==> src/rtl/ones_pattern_gen_if.sv <==
// Handshake and result bundle for ones_pattern_gen.
// When ONES_PATTERN_GEN_SAT_ERR_EN is defined, the bundle also carries sat_err.
interface ones_pattern_gen_if #(
  parameter int data_width  = 4,
  parameter int count_width = 3
);
  logic                   start;
  logic [count_width-1:0] bit_count;
  logic [data_width-1:0]  data;
  logic                   busy;
  logic                   done;
`ifdef ONES_PATTERN_GEN_SAT_ERR_EN
  logic                   sat_err;

  modport master (output start, bit_count, input data, busy, done, sat_err);
  modport slave  (input start, bit_count, output data, busy, done, sat_err);
`else
  modport master (output start, bit_count, input data, busy, done);
  modport slave  (input start, bit_count, output data, busy, done);
`endif
endinterface

==> src/rtl/ones_pattern_gen.sv <==
// Thermometer-code generator: produces min(bit_count, data_width) ones packed in the LSBs.
// Optional sat_err flag is enabled by defining ONES_PATTERN_GEN_SAT_ERR_EN.
module ones_pattern_gen #(
  parameter int data_width  = 4,
  parameter int count_width = 3
) (
  input  logic               clk,
  input  logic               reset,
  ones_pattern_gen_if.slave  bus
);

  // Index and count must both be able to hold the value data_width.
  localparam int CW = $clog2(data_width + 1);

  typedef enum logic [1:0] {
    IDLE   = 2'd0,
    SHIFT  = 2'd1,
    FINISH = 2'd2
  } state_t;

  state_t                state_q;
  logic [data_width-1:0] shreg_q;
  logic [CW-1:0]         idx_q;
  logic [CW-1:0]         count_q;
  logic [data_width-1:0] data_q;
  logic                  busy_q;
  logic                  done_q;

  logic [CW-1:0]         count_d;
  logic                  sat_d;
  logic [data_width-1:0] shreg_d;

  // Saturate the requested count to the word width.
  always_comb begin
    count_d = CW'(data_width);
    sat_d   = 1'b0;
    if (int'(bus.bit_count) > data_width) begin
      count_d = CW'(data_width);
      sat_d   = 1'b1;
    end else begin
      count_d = CW'(bus.bit_count);
      sat_d   = 1'b0;
    end
  end

  // Next shift-register value: shift right, inserting a one while index < count.
  always_comb begin
    shreg_d                 = shreg_q >> 1;
    shreg_d[data_width-1]   = (idx_q < count_q) ? 1'b1 : 1'b0;
  end

`ifdef ONES_PATTERN_GEN_SAT_ERR_EN
  logic sat_pend_q;
  logic sat_err_q;
`endif

  // Control FSM with registered outputs.
  always_ff @(posedge clk or posedge reset) begin
    if (reset) begin
      state_q    <= IDLE;
      shreg_q    <= '0;
      idx_q      <= '0;
      count_q    <= '0;
      data_q     <= '0;
      busy_q     <= 1'b0;
      done_q     <= 1'b0;
`ifdef ONES_PATTERN_GEN_SAT_ERR_EN
      sat_pend_q <= 1'b0;
      sat_err_q  <= 1'b0;
`endif
    end else begin
      done_q <= 1'b0;
      case (state_q)
        IDLE: begin
          if (bus.start) begin
            count_q <= count_d;
            shreg_q <= '0;
            idx_q   <= '0;
            busy_q  <= 1'b1;
            state_q <= SHIFT;
`ifdef ONES_PATTERN_GEN_SAT_ERR_EN
            sat_pend_q <= sat_d;
`endif
          end
        end
        SHIFT: begin
          shreg_q <= shreg_d;
          idx_q   <= idx_q + CW'(1);
          if (idx_q == CW'(data_width - 1)) begin
            state_q <= FINISH;
          end
        end
        FINISH: begin
          data_q  <= shreg_q;
          done_q  <= 1'b1;
          busy_q  <= 1'b0;
          state_q <= IDLE;
`ifdef ONES_PATTERN_GEN_SAT_ERR_EN
          sat_err_q <= sat_pend_q;
`endif
        end
        default: begin
          busy_q  <= 1'b0;
          state_q <= IDLE;
        end
      endcase
    end
  end

  assign bus.data = data_q;
  assign bus.busy = busy_q;
  assign bus.done = done_q;
`ifdef ONES_PATTERN_GEN_SAT_ERR_EN
  assign bus.sat_err = sat_err_q;
`endif

endmodule

==> src/flat_wrapper.sv <==
// flat-port wrapper written by rule: the top's interface ports become plain ports
module ones_pattern_gen_flat 
#(
  parameter int data_width  = 4,
  parameter int count_width = 3
)
  (clk, reset, bus_start, bus_bit_count, bus_data, bus_busy, bus_done);
  ones_pattern_gen_if #(.data_width(data_width), .count_width(count_width)) bus_i ();
  input  logic clk;
  input  logic reset;
  input wire logic [$bits(bus_i.start)-1:0] bus_start;
  input wire logic [$bits(bus_i.bit_count)-1:0] bus_bit_count;
  output wire logic [$bits(bus_i.data)-1:0] bus_data;
  output wire logic [$bits(bus_i.busy)-1:0] bus_busy;
  output wire logic [$bits(bus_i.done)-1:0] bus_done;
  assign bus_i.start = bus_start;
  assign bus_i.bit_count = bus_bit_count;
  assign bus_data = bus_i.data;
  assign bus_busy = bus_i.busy;
  assign bus_done = bus_i.done;
  ones_pattern_gen #(.data_width(data_width), .count_width(count_width)) u_core (.clk(clk), .reset(reset), .bus(bus_i));
endmodule
==> config.mk <==
export PLATFORM = sky130hd
export DESIGN_NAME = ones_pattern_gen_flat
export DESIGN_NICKNAME = d
export VERILOG_FILES = /design/src/rtl/ones_pattern_gen_if.sv /design/src/rtl/ones_pattern_gen.sv /design/src/flat_wrapper.sv
export SDC_FILE = /design/constraint.sdc
export NUM_CORES = 1
export LEC_CHECK = 0
export ABC_AREA = 1
export ABC_CLOCK_PERIOD_IN_PS = 1400
export CAP_MARGIN = 20
export CORE_UTILIZATION = 50
export CTS_CLUSTER_SIZE = 40
export DETAILED_ROUTE_END_ITERATION = 10
export GPL_TIMING_DRIVEN = 0
export PLACE_DENSITY = 0.75
export SETUP_SLACK_MARGIN = 0.3
export SYNTH_ARGS = -nofsm -noshare
export SYNTH_HDL_FRONTEND = slang
export SYNTH_SLANG_ARGS = --single-unit
==> constraint.sdc <==
create_clock -name clk -period 1.4 [get_ports clk]
set_input_delay 0.42 -clock clk [delete_from_list [all_inputs] [get_ports clk]]
set_output_delay 0.42 -clock clk [all_outputs]
set_load 0.01 [all_outputs]
==> results.txt, run 1 <==
status = finished clean
initial antenna violation count = 0
router iterations before antenna repair = 5
Final Cell Area = 993 um^2
final wirelength = 1360 um
HP Class = in -> async
pwr/cell area = 2080 nW/um^2
total power draw = 2.06 mW
Chip Height = 41.7 um
row cnt = 13
Final Hold Violating Endpoints = 0
die area = 1740 um^2
largest net degree at the start of global routing = 19
Max Clk Rate = 0.805 GHz
syn avg cell area = 9.07 um^2
dpl cell area = 918 um^2
Seq cells post-synth = 18
Reg-to-Reg Start = u_core.idx_q[2]
CP top delay family = flip-flops
Setup-failing EPs final = 0
final worst path period need = 1240 ps
CTS tree = built
share of layout cells above drive strength 1 = 25.5%
WL per Instance = 11.2 um
met3 WL = 63 um
worst hold margin = 459 ps
Arrival @ worst endpoint = 820 ps
VDD IR max = 0.00109 V
number of antenna diodes = 0
Die Wd = 41.7 um
R2R setup slack = 320 ps
crit-path max FO = 2
CTS sink cnt = 18
clock-pin slew on the worst setup and hold paths = 90 ps
Post-DP HPWL = 948 um
IO Count = 12
syn_nets = 97
M1 wire length = 636 um
worst-skew pair later-pin latency = 290 ps
routability congestion estimate = 0.775
GRT Overall Usage = 17.9%
core area = 1380 um^2
Max stage delay on crit path = 390 ps
Cell variety after synth = 12
IO Port Bufs = 11
Layout Skew = 1.08 ps
relative slew slack = 74.3%
Seq/Total Area, Yosys = 57.1%
setup_tns = 0 ps
Setup Crit Path Kind = reg -> out
Critical Path, Cell by Cell = buf_2
Worst Setup Start Kind = flip-flop
CTS Buf Count = 3
Clock Root Buffer = clkbuf_4
Bufs on Longest Clock Path = 2
P_leak = 0.539 nW
via count = 616
first-pass GRT wire length = 2390 um
Starting Density = 57.1%
Tcrit/Tclk final = 88.7%
Critical Path Slowest Stage Cell = dfrtp_1
max-slew violation count = 0
slew of the pin with the lowest slew margin = 385 ps
Top Layer Used = met4
DR iter-0 viols = 16
Reg2Reg Capture Point = u_core.shreg_q[3]
routed vias/inst = 5.09
synthesis-to-layout area growth = 25.8%
Cells after Synth = 87
DR WL met2 = 636 um
Worst Setup End Kind = primary output
Maximum Capacitance Violations = 0
unrepaired setup endpoints after global routing = true
Final nets = 117
worst reg-to-reg path cell count = 6
H-tree depth = 1
number of global-route vias before repair = 590
yosys warns = 0
Worst EP required = 980 ps
Detail Route Antenna Nets = 0
GRT overflow = 0
WP buf/inv = 1
drt drc = 0
Synth Cell Area = 790 um^2
[cells by family after synthesis]
kind of cell,Yosys count,share of synthesized area [%]
AOI/OAI and AO/OA,5,3.17
adders and majority gates,4,6.34
buffers and inverters,13,7.13
DFF,18,57.1
and+or+nand+nor,47,26.3
[Yosys cell counts]
cell type / count / area, um^2
nand2_1: 31 / 116
dfrtp_1: 18 / 450
nand3_1: 11 / 55.1
inv_1: 10 / 37.5
ha_1: 4 / 50.1
o21ai_1: 4 / 20.0
inv_2: 2 / 7.51
nand2_4: 2 / 22.5
nor2_1: 2 / 7.51
a21oi_1: 1 / 5.00
buf_6: 1 / 11.3
nand2_2: 1 / 6.26
[cells in the final DEF, fill, tap and decap left out, drive strengths merged]
cell type,count
inv,11
dfrtp,18
clkbuf,4
clkinvlp,1
o21ai,4
dlygate4sd2,1
a21oi,1
buf,11
clkdlybuf4s50,4
nor2,2
nand2,34
nand3,11
ha,4
[layout make-up]
cell class / count / area (um^2)
Buffer: 1 / 11.3
Sequential cell: 18 / 450
Multi-Input combinational cell: 56 / 319
Tap cell: 15 / 18.8
Clock buffer: 4 / 36.3
Timing Repair Buffer: 15 / 109
Inverter: 12 / 48.8
Fill cell: 106 / 389
[sequential cells by signal, indices dropped and copies added (netlist names)]
| signal | count |
|---|---|
| u_core.bus.done | 1 |
| u_core.count_q | 3 |
| u_core.bus.data | 4 |
| u_core.idx_q | 3 |
| u_core.shreg_q | 4 |
| u_core.state_q | 2 |
| u_core.bus.busy | 1 |
[power breakdown]
part,internal [mW],total [mW],switching [mW]
sequential,0.731,0.885,0.153
clock,0.159,0.310,0.151
combinational,0.398,0.868,0.470
[repair_timing]
action | CTS | global route
setup buffers | 1 | 3
setup endpoints to repair | 9 | 27
hold buffers | 0 | 0
resized for setup | 26 | 6
pin swaps | 0 | 1
[metal layers]
metal  vias up  track usage (%)
li1        313                -
met1       286             24.1
met2        15             29.7
met3         2             2.61
met4         0             5.81
met5         -                0
[per-stage QoR]
stage / cells / setup WS [ps] / util, %
5_1_grt: 121 / 120 / 71.9
3_5_place_dp: 113 / -44.5 / 66.4
3_3_place_gp: 113 / -40.0 / 66.4
6_report: 121 / 158 / 71.9
4_1_cts: 118 / 155 / 67.7
2_1_floorplan: 87 / 375 / -
[worst max-delay path by stage]
stage / start / endpoint / slack, ps / cells after the start
floorplan: u_core.idx_q[0] / u_core.idx_q[2] / 370 / 3
global placement: bus_start / u_core.count_q[0] / -40 / 4
detailed placement: bus_start / u_core.count_q[2] / -40 / 4
CTS: u_core.bus.data[2] / bus_data[2] / 150 / 1
global route: u_core.bus.data[1] / bus_data[1] / 120 / 1
finish: u_core.bus.busy / bus_busy / 160 / 1
Note: power is estimated with default switching activity, not from simulation.
==> run 2, diff against run 1 <==
CORE_UTILIZATION = 45   (was 50)
PLACE_DENSITY = 0.68   (was 0.75)
==> run 2 against run 1 <==
  * Register-to-register slack is essentially flat
  * Cell count shrank 0.83%
  * Flip-flop and latch count is the same
  * Sequential power shrank 0.8%
  * Combinational power is essentially flat
  * Non-clock buffer count shrank 2
  * Setup slack lost 1.8 ps
  * Die area grew 11%
  * Critical path type unchanged
  * Highest routed layer unchanged
==> results.txt, run 2 (synthesis gave the netlist of run 1 again) <==
status = finished clean
routed vias/inst = 4.94 (-2.9%)
pwr/cell area = 2130 nW/um^2 (+2.6%)
WL per Instance = 12.4 um (+10%)
Bufs on Longest Clock Path = 2 (unchanged)
CTS sink cnt = 18 (unchanged)
dpl cell area = 920 um^2 (+0.14%)
Tcrit/Tclk final = 88.8% (+0.13 points)
worst reg-to-reg path cell count = 6 (unchanged)
P_leak = 0.528 nW (-2.0%)
most common cell after layout, fill and taps aside = nand2_1
Max stage delay on crit path = 390 ps (about the same)
IO Port Bufs = 11 (unchanged)
final wirelength = 1490 um (+9.6%)
NetSw = 793 uW (+2.3%)
Layout Skew = 0.901 ps (-0.178 ps)
Clock Root Buffer = clkbuf_4
IO Count = 12 (unchanged)
slew of the pin with the lowest slew margin = 388 ps (+2.75 ps)
number of global-route vias before repair = 580 (-1.7%)
DR iter-0 viols = 9 (-7)
largest net degree at the start of global routing = 19 (unchanged)
router iterations before antenna repair = 6 (+1)
synthesis-to-layout area growth = 22.8%
setup_tns = 0 ps (unchanged)
via count = 593 (-3.7%)
worst-skew pair later-pin latency = 300 ps (about the same)
Post-Route Utilization = 61.5% (-10 points)
Worst EP required = 980 ps (about the same)
row cnt = 14 (+1)
Sequential Power Share = 42.5% (-0.4 points)
fillcell total = 142 (+34%)
internal power = 1.27 mW (-1.2%)
CTS tree = built
crit-path max FO = 2 (unchanged)
Setup Crit Path Kind = reg -> out
first-pass GRT wire length = 2530 um (+6.1%)
fin cells = 120 (-0.83%)
R2R setup slack = 320 ps (about the same)
Die Wd = 43.9 um (+5.2%)
Post-CTS Hold Fix Bufs = 0 (unchanged)
HP Class = in -> async
routability congestion estimate = 0.822 (+6.0%)
Critical Path Slowest Stage Cell = dfrtp_1
Starting Density = 50.1% (-7.0 points)
most frequent cells in the layout = nand2_1, dfrtp_1, nand3_1, inv_1, buf_2
initial antenna violation count = 0 (unchanged)
logic gate share of total power = 42.0% (about the same)
Final Cell Area = 970 um^2 (-2.4%)
Detail Route Antenna Nets = 0 (unchanged)
Critical Path, Cell by Cell = buf_2
Setup-failing EPs final = 0 (unchanged)
Final Hold Violating Endpoints = 0 (unchanged)
GRT overflow = 0 (unchanged)
VDD IR max = 0.00101 V (-7.4%)
max-slew violation count = 0 (unchanged)
CP top delay family = flip-flops
Final nets = 115 (-1.7%)
share of layout cells above drive strength 1 = 24.0% (-1.4 points)
Worst Setup End Kind = primary output
number of antenna diodes = 0 (unchanged)
WP buf/inv = 1 (unchanged)
Chip Height = 43.9 um (+5.2%)
GRT Overall Usage = 18.3% (+0.37 points)
clock share of power = 15.5% (+0.5 points)
Reg2Reg Capture Point = u_core.shreg_q[3]
Worst Setup Start Kind = flip-flop
relative slew slack = 74.1% (-0.18 points)
Max Clk Rate = 0.804 GHz (-0.15%)
worst hold margin = 455 ps (-4.53 ps)
Reg-to-Reg Start = u_core.idx_q[1]
drt drc = 0 (unchanged)
total power draw = 2.07 mW (+0.11%)
placed insts = 114 (+0.88%)
die area = 1930 um^2 (+11%)
core area = 1580 um^2 (+14%)
final worst path period need = 1240 ps (+1.80 ps)
unrepaired setup endpoints after global routing = true
clock-pin slew on the worst setup and hold paths = 100 ps (about the same)
CTS Buf Count = 3 (unchanged)
Place WS = -74.7 ps (-30.2 ps)
Maximum Capacitance Violations = 0 (unchanged)
Post-DP HPWL = 1010 um (+6.7%)
H-tree depth = 1 (unchanged)
Sw Share = 38.4% (+0.83 points)
Arrival @ worst endpoint = 820 ps (about the same)
Setup WS post-layout = 157 ps (-1.81 ps)
[run 2: changes by cell type in the layout (fill, tap and decap cells not counted), sizes merged]
cell,before,now
buf,11,9
[run 2: how the worst max path moves through the flow]
stage | startpoint | to | slack, ps | cells past startpoint
after floorplan | u_core.idx_q[0] | u_core.idx_q[2] | 370 | 3
final | u_core.bus.data[3] | bus_data[3] | 160 | 1
after detailed placement | bus_start | u_core.count_q[0] | -70 | 4
after CTS | u_core.bus.data[1] | bus_data[1] | 150 | 1
after global placement | bus_start | u_core.count_q[2] | -40 | 4
after global routing | u_core.bus.busy | bus_busy | 110 | 1
[run 2: area by class of cell]
class | count | area (um^2) | area share, %
multi-input cells | 56 | 309 | 31.9
flip-flops and latches | 18 | 450 | 46.5
repair buffers | 13 | 93.8 | 9.68
clock buffers | 4 | 36.3 | 3.74
plain buffers | 1 | 11.3 | 1.16
well taps | 16 | 20.0 | 2.06
inverters | 12 | 48.8 | 5.03
[run 2: power by group through the flow]
stage | clock [mW] | sequential [mW] | combinational, mW
final | 0.319 | 0.878 | 0.868
after floorplan | 0 | 0.884 | 0.517
after global placement | 0 | 0.879 | 0.750
after detailed placement | 0 | 0.890 | 0.779
after CTS | 0.331 | 0.871 | 0.799
after global routing | 0.351 | 0.899 | 0.993
[run 2: what timing repair did]
item                                    CTS  global route
pin swaps                                 0             4
buffers inserted                          2             0
resized for setup                        27             5
endpoints found under the setup margin   11            26
[run 2: routing by layer]
layer,vias to the layer above,GRT usage [%],wire (um)
met5,-,0,0
met4,0,7.27,24
met3,2,3.75,51
met2,14,29.9,728
met1,272,23.9,684
li1,305,-,-
[run 2: worst register-to-register path: stages (launching register included)]
cell and delay (ps):
dfrtp_1 420, ha_1 310, nand2_2 60, inv_2 40, nand2_1 40, nand3_1 60, nand2_1 50
